[config.mk]
export PLATFORM = sky130hd
export DESIGN_NAME = stream_token_source_flat
export DESIGN_NICKNAME = d
export VERILOG_FILES = /design/src/rtl/stream_token_source_pkg.sv /design/src/rtl/stream_token_source_if.sv /design/src/rtl/stream_token_source_token_table_ram.sv /design/src/rtl/stream_token_source.sv /design/src/flat_wrapper.sv
export SDC_FILE = /design/constraint.sdc
export NUM_CORES = 2
export LEC_CHECK = 0
export CORE_AREA = 2 2 337 339
export CTS_BUF_LIST = sky130_fd_sc_hd__clkbuf_4 sky130_fd_sc_hd__clkbuf_8
export CTS_CLUSTER_DIAMETER = 80
export DETAILED_ROUTE_END_ITERATION = 16
export DIE_AREA = 0 0 339 341
export DONT_BUFFER_PORTS = 1
export PLACE_DENSITY = 0.67
export SLEW_MARGIN = 20
export SYNTH_ARGS = -nofsm -noshare
export SYNTH_HDL_FRONTEND = slang
export SYNTH_SLANG_ARGS = --single-unit
[constraint.sdc]
create_clock -name clock -period 2.97 [get_ports clock]
set_clock_uncertainty 0.05 [all_clocks]
set_input_delay 0.594 -clock clock [delete_from_list [all_inputs] [get_ports clock]]
set_output_delay 0.594 -clock clock [all_outputs]
set_load 0.1 [all_outputs]
[src/rtl/stream_token_source_pkg.sv]
// Shared definitions for the CGRA token source: channel FSM states and default sizes.
// Latency: n/a (types and constants only).
// Backpressure: n/a.
package stream_token_source_pkg;

    localparam int DATA_WIDTH_DEF = 32;
    localparam int MEM_DEPTH_DEF  = 32;
    localparam int ADDR_WIDTH_DEF = 5;

    typedef enum logic [1:0] {
        IDLE = 2'd0,
        RUN  = 2'd1,
        DONE = 2'd2
    } chan_state_e;

endpackage

[src/rtl/stream_token_source_if.sv]
// Valid/ready token channel between the token source and a downstream FIFO input.
// Latency: n/a (wires only).
// Backpressure: master holds dout/dout_v stable until dout_r is seen at a clock edge.
// Ports: dout (token), dout_v (token valid), dout_r (downstream ready).
interface stream_token_source_if #(
    parameter int DATA_WIDTH = 32
);
    logic [DATA_WIDTH-1:0] dout;
    logic                  dout_v;
    logic                  dout_r;

    modport master (output dout, output dout_v, input dout_r);
    modport slave  (input dout, input dout_v, output dout_r);
endinterface

[src/rtl/stream_token_source_token_table_ram.sv]
// Token table: 1 write / 1 read port synchronous RAM, MEM_DEPTH x DATA_WIDTH.
// Latency: read data valid one cycle after re/raddr are presented.
// Backpressure: none; contents are not cleared by reset.
// Ports: clock, we/waddr/wdata (write), re/raddr (read request), rdata (registered read data).
module token_table_ram #(
    parameter int DATA_WIDTH = 32,
    parameter int MEM_DEPTH  = 32,
    parameter int ADDR_WIDTH = 5
) (
    input  logic                  clock,
    input  logic                  we,
    input  logic [ADDR_WIDTH-1:0] waddr,
    input  logic [DATA_WIDTH-1:0] wdata,
    input  logic                  re,
    input  logic [ADDR_WIDTH-1:0] raddr,
    output logic [DATA_WIDTH-1:0] rdata
);
    logic [DATA_WIDTH-1:0] mem_q [MEM_DEPTH];
    logic [DATA_WIDTH-1:0] rdata_q;

    always_ff @(posedge clock) begin
        if (we) begin
            mem_q[waddr] <= wdata;
        end
        if (re) begin
            rdata_q <= mem_q[raddr];
        end
    end

    assign rdata = rdata_q;
endmodule

[src/rtl/stream_token_source.sv]
// Replays a preloaded token table (base/length window, wrapping) onto a valid/ready channel.
// Latency: start accepted at T -> first dout_v at T+2, then 1 token/cycle; done one cycle after last transfer.
// Backpressure: dout_r=0 stalls; 2-entry output buffer with read-issue throttling never overflows.
// Ports: clock/reset (sync, active-low), cfg_* table write, start/base_addr/length run request,
//        tok (master side of the token channel), busy (run in progress), done (1-cycle pulse).
module stream_token_source
    import stream_token_source_pkg::*;
#(
    parameter int DATA_WIDTH = DATA_WIDTH_DEF,
    parameter int MEM_DEPTH  = MEM_DEPTH_DEF,
    parameter int ADDR_WIDTH = ADDR_WIDTH_DEF
) (
    input  logic                  clock,
    input  logic                  reset,
    input  logic                  cfg_we,
    input  logic [ADDR_WIDTH-1:0] cfg_addr,
    input  logic [DATA_WIDTH-1:0] cfg_data,
    input  logic                  start,
    input  logic [ADDR_WIDTH-1:0] base_addr,
    input  logic [ADDR_WIDTH:0]   length,
    stream_token_source_if.master tok,
    output logic                  busy,
    output logic                  done
);
    localparam logic [ADDR_WIDTH-1:0] ADDR_ONE = {{(ADDR_WIDTH-1){1'b0}}, 1'b1};
    localparam logic [ADDR_WIDTH:0]   CNT_ONE  = {{ADDR_WIDTH{1'b0}}, 1'b1};

    chan_state_e           state_q, state_d;
    logic [ADDR_WIDTH:0]   len_q, len_d;
    logic [ADDR_WIDTH:0]   issue_cnt_q, issue_cnt_d;
    logic [ADDR_WIDTH:0]   sent_cnt_q, sent_cnt_d;
    logic [ADDR_WIDTH-1:0] rd_addr_q, rd_addr_d;
    logic                  pend_q, pend_d;
    logic [DATA_WIDTH-1:0] buf_q [2];
    logic [DATA_WIDTH-1:0] buf_d [2];
    logic                  wr_ptr_q, wr_ptr_d;
    logic                  rd_ptr_q, rd_ptr_d;
    logic [1:0]            cnt_q, cnt_d;

    logic                  start_acc;
    logic                  pop;
    logic                  ram_we;
    logic                  ram_re;
    logic [ADDR_WIDTH-1:0] ram_raddr;
    logic [DATA_WIDTH-1:0] ram_rdata;
    logic [1:0]            occ_after_pop;

    assign start_acc = (state_q == IDLE) && start;
    assign pop       = tok.dout_v && tok.dout_r;
    // Table is frozen while tokens are being streamed.
    assign ram_we    = cfg_we && (state_q != RUN);

    assign tok.dout_v = (cnt_q != 2'd0);
    assign tok.dout   = buf_q[rd_ptr_q];

    token_table_ram #(
        .DATA_WIDTH (DATA_WIDTH),
        .MEM_DEPTH  (MEM_DEPTH),
        .ADDR_WIDTH (ADDR_WIDTH)
    ) u_table (
        .clock (clock),
        .we    (ram_we),
        .waddr (cfg_addr),
        .wdata (cfg_data),
        .re    (ram_re),
        .raddr (ram_raddr),
        .rdata (ram_rdata)
    );

    // FSM state register
    always_ff @(posedge clock) begin
        if (!reset) begin
            state_q <= IDLE;
        end else begin
            state_q <= state_d;
        end
    end

    // FSM next state
    always_comb begin
        state_d = state_q;
        case (state_q)
            IDLE: begin
                if (start) begin
                    state_d = (length == '0) ? DONE : RUN;
                end
            end
            RUN: begin
                if (pop && ((sent_cnt_q + CNT_ONE) == len_q)) begin
                    state_d = DONE;
                end
            end
            DONE:    state_d = IDLE;
            default: state_d = IDLE;
        endcase
    end

    // FSM outputs
    always_comb begin
        busy = (state_q == RUN);
        done = (state_q == DONE);
    end

    // Read issue, output buffer and counters
    always_comb begin
        len_d       = len_q;
        issue_cnt_d = issue_cnt_q;
        sent_cnt_d  = sent_cnt_q;
        rd_addr_d   = rd_addr_q;
        wr_ptr_d    = wr_ptr_q;
        rd_ptr_d    = rd_ptr_q;
        buf_d       = buf_q;
        ram_re      = 1'b0;
        ram_raddr   = rd_addr_q;

        // Occupancy once this cycle's pop and the in-flight read have landed; a new
        // read is only allowed if it will still find a free slot.
        occ_after_pop = cnt_q - {1'b0, pop} + {1'b0, pend_q};

        if (start_acc) begin
            // The first read goes out in the accept cycle so data reaches the buffer by T+2.
            len_d       = length;
            sent_cnt_d  = '0;
            issue_cnt_d = '0;
            rd_addr_d   = base_addr;
            if (length != '0) begin
                ram_re      = 1'b1;
                ram_raddr   = base_addr;
                rd_addr_d   = base_addr + ADDR_ONE;
                issue_cnt_d = CNT_ONE;
            end
        end else if ((state_q == RUN) && (issue_cnt_q != len_q) && (occ_after_pop < 2'd2)) begin
            ram_re      = 1'b1;
            rd_addr_d   = rd_addr_q + ADDR_ONE;   // wraps modulo MEM_DEPTH
            issue_cnt_d = issue_cnt_q + CNT_ONE;
        end

        pend_d = ram_re;

        if (pend_q) begin
            buf_d[wr_ptr_q] = ram_rdata;
            wr_ptr_d        = ~wr_ptr_q;
        end
        if (pop) begin
            rd_ptr_d   = ~rd_ptr_q;
            sent_cnt_d = sent_cnt_q + CNT_ONE;
        end
        cnt_d = cnt_q + {1'b0, pend_q} - {1'b0, pop};
    end

    always_ff @(posedge clock) begin
        if (!reset) begin
            len_q       <= '0;
            issue_cnt_q <= '0;
            sent_cnt_q  <= '0;
            rd_addr_q   <= '0;
            pend_q      <= 1'b0;
            buf_q[0]    <= '0;
            buf_q[1]    <= '0;
            wr_ptr_q    <= 1'b0;
            rd_ptr_q    <= 1'b0;
            cnt_q       <= 2'd0;
        end else begin
            len_q       <= len_d;
            issue_cnt_q <= issue_cnt_d;
            sent_cnt_q  <= sent_cnt_d;
            rd_addr_q   <= rd_addr_d;
            pend_q      <= pend_d;
            buf_q       <= buf_d;
            wr_ptr_q    <= wr_ptr_d;
            rd_ptr_q    <= rd_ptr_d;
            cnt_q       <= cnt_d;
        end
    end
endmodule

[src/flat_wrapper.sv]
// flat-port wrapper written by rule: the top's interface ports become plain ports
module stream_token_source_flat import stream_token_source_pkg::*;
#(
    parameter int DATA_WIDTH = DATA_WIDTH_DEF,
    parameter int MEM_DEPTH  = MEM_DEPTH_DEF,
    parameter int ADDR_WIDTH = ADDR_WIDTH_DEF
)
  (clock, reset, cfg_we, cfg_addr, cfg_data, start, base_addr, length, busy, done, tok_dout, tok_dout_v, tok_dout_r);
  stream_token_source_if #(.DATA_WIDTH(DATA_WIDTH)) tok_i ();
  input  logic clock;
  input  logic reset;
  input  logic cfg_we;
  input  logic [ADDR_WIDTH-1:0] cfg_addr;
  input  logic [DATA_WIDTH-1:0] cfg_data;
  input  logic start;
  input  logic [ADDR_WIDTH-1:0] base_addr;
  input  logic [ADDR_WIDTH:0] length;
  output logic busy;
  output logic done;
  output wire logic [$bits(tok_i.dout)-1:0] tok_dout;
  output wire logic [$bits(tok_i.dout_v)-1:0] tok_dout_v;
  input wire logic [$bits(tok_i.dout_r)-1:0] tok_dout_r;
  assign tok_dout = tok_i.dout;
  assign tok_dout_v = tok_i.dout_v;
  assign tok_i.dout_r = tok_dout_r;
  stream_token_source #(.DATA_WIDTH(DATA_WIDTH), .MEM_DEPTH(MEM_DEPTH), .ADDR_WIDTH(ADDR_WIDTH)) u_core (.clock(clock), .reset(reset), .cfg_we(cfg_we), .cfg_addr(cfg_addr), .cfg_data(cfg_data), .start(start), .base_addr(base_addr), .length(length), .tok(tok_i), .busy(busy), .done(done));
endmodule
* After elaboration in Yosys (flattened, before gate mapping)
Memory sizes are Yosys's and may differ from the RTL's. A register that Yosys moved wholly into a read port is not among the register bits.
Cells that the tools add are included.
** Storage, ports and cells
- Register bits :: 94
- RAM bits :: 1024
- Bits of input ports :: 53
- Output and inout bits :: 35
- Word-level logic and storage cells :: 74
- Memories kept :: 1
** Operators by class
- Add/subtract/negate cells :: 8
- $lt $le $gt $ge :: 4
- Equality and inequality tests :: 7
- Mux-type cells :: 25
- Bitwise gates (word level) :: 4
- Reductions and logical operators :: 14
** Memory list
- u_core.u_table.mem_q :: depth 32, bits a word 32, read ports 1, clocked after Yosys merged registers in 1, write ports 1, RTL line stream_token_source_token_table_ram.sv:18 : logic [DATA_WIDTH-1:0] mem_q [MEM_DEPTH];
** Operators with widths (number)
- $mux 32 :: 4
- $bwmux 64 :: 1
- $demux 32 s1 :: 1
- $mux 5 :: 5
- $mux 6 :: 4
- $add 6x1->6 const B :: 2
- $add 5x1->5 const B :: 2
- $logic_and 1x1->1 :: 7
- $eq 6x6->1 :: 1
- $logic_not 6->1 :: 1
- $mux 1 :: 6
- $mux 2 :: 3
- $ne 6x6->1 :: 1
- $reduce_bool 2->1 :: 3
- $reduce_bool 6->1 :: 1
- $add 2x1->2 :: 2
- $ge 2x2->1 const B :: 2
- $ne 2x1->1 const B :: 2
- $not 1->2 :: 2
- $pmux 2 s2 :: 1
- $sub 2x1->2 :: 2
- $eq 2x1->1 const B :: 1
- $eq 2x2->1 const B :: 1
- $logic_not 2->1 :: 1
- 5 further kinds :: 6

* Longest topological paths before layout
- Depth after elaboration :: 8
- Depth in mapped cells :: 13
- Mapped depth without buffers :: 13

* Cells and area by module
From an unflattened synthesis, not the netlist that was laid out.
** Unflattened totals
- Cells, all modules :: 2794
- Area total of the unflattened synthesis :: 45278.4 µm²
** Modules (own cells, without submodules)
- token_table_ram :: instances 1, cells an instance 2260, area an instance 40805.4 µm²
- stream_token_source :: instances 1, cells an instance 534, area an instance 4473.0 µm²

* Worst setup path before layout
No wires, ideal clock.
- Path type :: reg2reg
- Start point :: register u_core.cnt_q[1]
- End point :: register u_core.u_table.rdata_q[0] (netlist: u_core.u_table.rdata[0]) (read register of u_core.u_table.mem_q), enable pin
- Library setup time :: 375 ps
- Data arrival time :: 3030 ps
- Data required time :: 2545 ps
- Slack :: -485 ps
- Stages on the path, launching flop included :: 12
- Path buffers :: 1
- Clock period less this slack :: 3455 ps
- Cells stage by stage :: dfxtp_1 > or2_2 > nand2_1 > inv_1 > ha_1 > inv_1 > ha_1 > xor2_1 > xnor2_1 > o211a_1 > clkbuf_1 > or2_2
** On the way
- Cells in the longest elaborated chain, start to end :: 8
** Ends and longest elaborated chain
- start, declared :: RTL line stream_token_source.sv:38 : logic [1:0] cnt_q, cnt_d;
- start signal, assigned :: RTL line stream_token_source.sv:172 : cnt_q <= cnt_d;
- $reduce_bool 2->1 :: RTL line stream_token_source.sv:53 : assign tok.dout_v = (cnt_q != 2'd0);
- named net tok_dout_v :: RTL line flat_wrapper.sv:21 : output wire logic [$bits(tok_i.dout_v)-1:0] tok_dout_v;
- $logic_and 1x1->1 :: RTL line stream_token_source.sv:49 : assign pop = tok.dout_v && tok.dout_r;
- named net u_core.pop :: RTL line stream_token_source.sv:41 : logic pop;
- $sub 2x1->2 :: RTL line stream_token_source.sv:118 : occ_after_pop = cnt_q - {1'b0, pop} + {1'b0, pend_q};
- $add 2x1->2 :: RTL line stream_token_source.sv:118
- $lt 2x2->1 :: RTL line stream_token_source.sv:132 : end else if ((state_q == RUN) && (issue_cnt_q != len_q) && (occ_after_pop < 2'd2)) begin
- $logic_and 1x1->1 :: RTL line stream_token_source.sv:132
- $mux 1 :: RTL line stream_token_source.sv:132
- $mux 1 :: RTL line stream_token_source.sv:120 : if (start_acc) begin
- named net u_core.pend_d :: RTL line stream_token_source.sv:33 : logic pend_q, pend_d;
- end, declared :: RTL line stream_token_source_token_table_ram.sv:19 : logic [DATA_WIDTH-1:0] rdata_q;
The timed path passes the listed nets, and every way through them passes these cells.
A chain may end at the register's enable or synchronous reset.

* Worst setup path after layout
- Start point :: register u_core.state_q[1]
- End point :: register u_core.u_table.rdata_q[3] (netlist: u_core.u_table.rdata[3]) (read register of u_core.u_table.mem_q) (data pin)
** On the way
- Cells in the longest elaborated chain, start to end :: 5
- Elaborated cells between the ends (all ways) :: 8
- Classes of those cells :: eq/ne: 1; mux: 3; reduce/logical: 4
** Ends and longest elaborated chain
- start, declared :: RTL line stream_token_source.sv:28 : chan_state_e state_q, state_d;
- start signal, assigned :: RTL line stream_token_source.sv:75 : state_q <= state_d;
- $eq 2x1->1 :: RTL line stream_token_source.sv:132
- $logic_and 1x1->1 (2 in a row) :: RTL line stream_token_source.sv:132
- $mux 1 :: RTL line stream_token_source.sv:132
- $mux 1 :: RTL line stream_token_source.sv:120
Several ways; a longest one is shown, not always the timed one.

==> summary.txt <==
Status
  • Status: finished, violations left
  • Failing checks: negative setup slack

CTS
  • CTS root buf: clkbuf_8
  • CTS sink count: 1150
  • Clock Tree Buf Depth: 3
  • Worst-Skew Late Latency: 0.86 ns
  • Clock-pin slew on the worst setup and hold paths: 0.06 ns
  • TritonCTS buffer count: 176
  • CTS tree: done
  • H-tree depth: 4

Logic synthesis
  • XOR/XNOR share of the synthesized area: 0.00551
  • Sequential area share after synthesis: 0.754
  • Yosys reg bits: 1150
  • Synth Area in Simple Gates: 0.0359
  • Fraction of registers with async set/reset: 0
  • Mux cell area share after synthesis: 0.132
  • Netlist cell types: 44
  • Synth Area in Compound Gates: 0.0519
  • Main combinational cell family by area after synthesis: multiplexers
  • Avg Cell Area, Syn: 17.1 um^2
  • Post-synthesis adder-cell area fraction: 0.00169
  • Number of synthesized flops with an enable pin: 1056
  • Cell count after synthesis: 2609
  • Mapped Area: 44500 um^2
  • Yosys warns: 0
  • Dominant synthesized flop cell: edfxtp_1
  • Syn Nets: 2668

Power
  • P_leak: 0.0202 uW
  • Max IR drop VDD: 0.000355 V
  • Total power: 38500 uW
  • Int Power: 28200 uW
  • Sw Ratio: 0.267
  • NetSw: 10300 uW
  • Share of total power in the clock network: 0.330
  • Combinational share of power: 0.188
  • Power per Cell Area: 701 nW/um^2
  • Reg power frac: 0.482

Routing
  • Detailed Route WL: 121000 um
  • DRT Pass-1 Iters: 5
  • DRC viols: 0
  • DR WL/cell: 25.7 um
  • DRT antenna net count: 0
  • Total number of vias: 25700
  • Via/cell ratio: 5.48
  • DR iter-0 viols: 2695

Cells and area
  • Ratio of cells with drive above 1 in the final layout: 0.265
  • Area taken by flip-flops and latches: 33600 um^2
  • Final Instance Area: 54900 um^2
  • Utilization after layout: 0.491
  • Nets: 3116
  • FILL cells: 9094
  • Area occupied by multi-input gates: 11000 um^2
  • Synthesis-to-finish area growth: 23.3%

Floorplanning
  • Initial core utilization: 0.398
  • Die Ht: 341 um
  • IO Count: 88
  • Area of the die: 116000 um^2
  • FP Rows: 123
  • Core region area: 112000 um^2
  • DIE WIDTH: 339 um

Place
  • Detailed Place HPWL: 66900 um
  • Post-DP Area: 48700 um^2
  • Gp weighted congestion: 0.793
  • Port Buf Inserts: 0

Timing
  • Highest Clock Rate: 314 MHz
  • Tmin final: 3.18 ns
  • Slew @ Worst Pin: 1.14 ns
  • RSZ-0062 raised after global routing: true
  • Final clock period utilization by the worst path: 1.07
  • Fin. Hold Viols: 0
  • Worst hold margin: 0.0781 ns
  • Final slew viol count: 0
  • Final setup fails: 32
  • Final worst slack: -0.211 ns
  • Slew margin rel.: 0.240

Global route
  • Total GRT Usage: 0.204
  • Largest net degree at the start of global routing: 92
  • Initial antenna violation count: 9
  • Total congestion overflow: 0
  • Vias in the first global route: 25100
  • First-pass GRT wire length: 172000 um

Worst setup path
  • CP endpoint kind: flip-flop
  • WP data arrival: 3.68 ns
  • Worst Setup Start Kind: flip-flop
  • Crit-path max FO: 9
  • Required time worst endpoint: 3.47 ns
  • CP Class: flip-flop to flip-flop

Hold path
  • Hold WC Path Type: input port to flip-flop

Job
  • Maxcap violations: 0
-- placed cells by master, fill, tap and decap left out, types with 18 or more instances in the layout --
| cell type | instances |
|---|---|
| mux2i_1 | 511 |
| a21boi_0 | 72 |
| nand2_1 | 160 |
| mux2_2 | 33 |
| dfxtp_1 | 92 |
| buf_16 | 23 |
| nor4_2 | 38 |
| buf_6 | 33 |
| o22ai_1 | 238 |
| buf_12 | 88 |
| clkbuf_8 | 179 |
| clkinv_1 | 36 |
| clkbuf_4 | 69 |
| edfxtp_1 | 1056 |
| xnor2_1 | 18 |
| dlygate4sd3_1 | 31 |
| o22ai_2 | 18 |
| nor4_1 | 26 |
| nor2_4 | 33 |
| buf_4 | 213 |
| mux2i_2 | 27 |
| nor2_1 | 20 |
-- cell families (layout without fill, tap and decap cells) --
logic type / after synthesis / after routing
compound gates: 352 / 352
xor+xnor: 28 / 28
fa+ha+maj: 6 / 6
buf+inv: 152 / 732
flops: 1150 / 1150
mux: 584 / 584
other cells: 0 / 2
simple gates: 337 / 337
-- stage by stage --
step / worst slack, ns / TNS [ns] / std cells
2_1_floorplan: -0.0187 / -2.84 / 2609
3_5_place_dp: -0.603 / -11.68 / 4217
3_3_place_gp: -0.561 / -10.76 / 4217
5_1_grt: -0.288 / -7.21 / 4691
4_1_cts: -0.160 / -2.78 / 4640
6_report: -0.211 / -3.20 / 4691
-- cells in the mapped netlist, drive strengths merged (2+ instances only) --
cell	number	share of area
nand2	161	0.014
nand2b	8	0.0011
or2	7	0.00098
nand4	7	0.00098
xor2	10	0.0020
a22oi	3	0.00051
o21a	3	0.00051
nand3b	3	0.00051
o21ai	4	0.00045
or3	3	0.00042
mux2	34	0.0086
and3	2	0.00028
dfxtp	94	0.042
inv	4	0.00034
xnor2	18	0.0035
and2	5	0.00070
nor2	53	0.0045
edfxtp	1056	0.71
mux2i	550	0.12
buf	81	0.013
o211a	2	0.00045
ha	6	0.0017
o22ai	256	0.036
clkbuf	67	0.0056
a21boi	72	0.012
nor4	66	0.0096
nand3	6	0.00067
or3b	3	0.00065
a21oi	8	0.0012
nor2b	11	0.0015
-- worst paths after layout --
kind | startpoint | to | slack (ns) | cells past startpoint
hold reg to reg | u_core.buf_q[17] | u_core.buf_q[17] | 0.41 | 2
hold / removal | base_addr[1] | u_core.rd_addr_q[3] | 0.08 | 4
setup / recovery | u_core.state_q[1] | u_core.u_table.rdata[3] | -0.21 | 13
setup reg to reg | u_core.state_q[1] | u_core.u_table.rdata[3] | -0.21 | 13
-- power by group through the flow --
stage / Clock [uW] / Combinational (uW) / Sequential, uW
6_report: 12700 / 7230 / 18500
2_1_floorplan: 0 / 3610 / 18600
3_5_place_dp: 0 / 5630 / 18800
4_1_cts: 12800 / 6740 / 18500
5_1_grt: 13600 / 7590 / 18600
3_3_place_gp: 0 / 5590 / 18800
-- critical path, cell delays in order, from the launching register on --
cell and delay [ns]:
dfxtp_1 0.31, or3b_4 0.41, a21oi_4 0.21, mux2i_4 0.30, buf_6 0.13, buf_12 0.10
buf_12 0.11, buf_12 0.15, buf_12 0.14, buf_12 0.13, mux2i_1 0.19, o22ai_1 0.13
nor4_2 0.34, mux2i_1 0.16
-- cell type report --
cell class	count	share of cell area
clock inverters	62	0.00702
diodes	2	0.0000912
clock buffers	248	0.0543
repair buffers	418	0.0912
flip-flops and latches	1150	0.612
well taps	1500	0.0342
inverters	4	0.000274
multi-input cells	1307	0.201
-- routing by layer --
metal | vias up | part of all wire | global-route usage
met1 | 13100 | 0.41 | 0.277
met3 | 210 | 0.087 | 0.0415
li1 | 11200 | - | -
met4 | 12 | 0.022 | 0.0654
met2 | 1185 | 0.48 | 0.329
met5 | - | 0.00063 | 0
-- sequential cells by signal, indices dropped and copies added, names as in the netlist --
| name | count |
|---|---|
| u_core.wr_ptr_q | 1 |
| u_core.u_table.mem_q | 1024 |
| u_core.u_table.rdata | 32 |
| u_core.state_q | 2 |
| u_core.buf_q | 64 |
| u_core.pend_q | 1 |
| u_core.rd_addr_q | 5 |
| u_core.issue_cnt_q | 6 |
| u_core.rd_ptr_q | 1 |
| u_core.sent_cnt_q | 6 |
| u_core.cnt_q | 2 |
| u_core.len_q | 6 |
-- timing repair --
action	CTS	global route
setup buffers	58	53
resized for setup	106	122
hold buffers	46	0
setup endpoints to repair	30	41
hold endpoints to repair	1118	0
pin swaps	43	47
cloned	14	2
No activity file was read; power rests on OpenSTA's default activity.
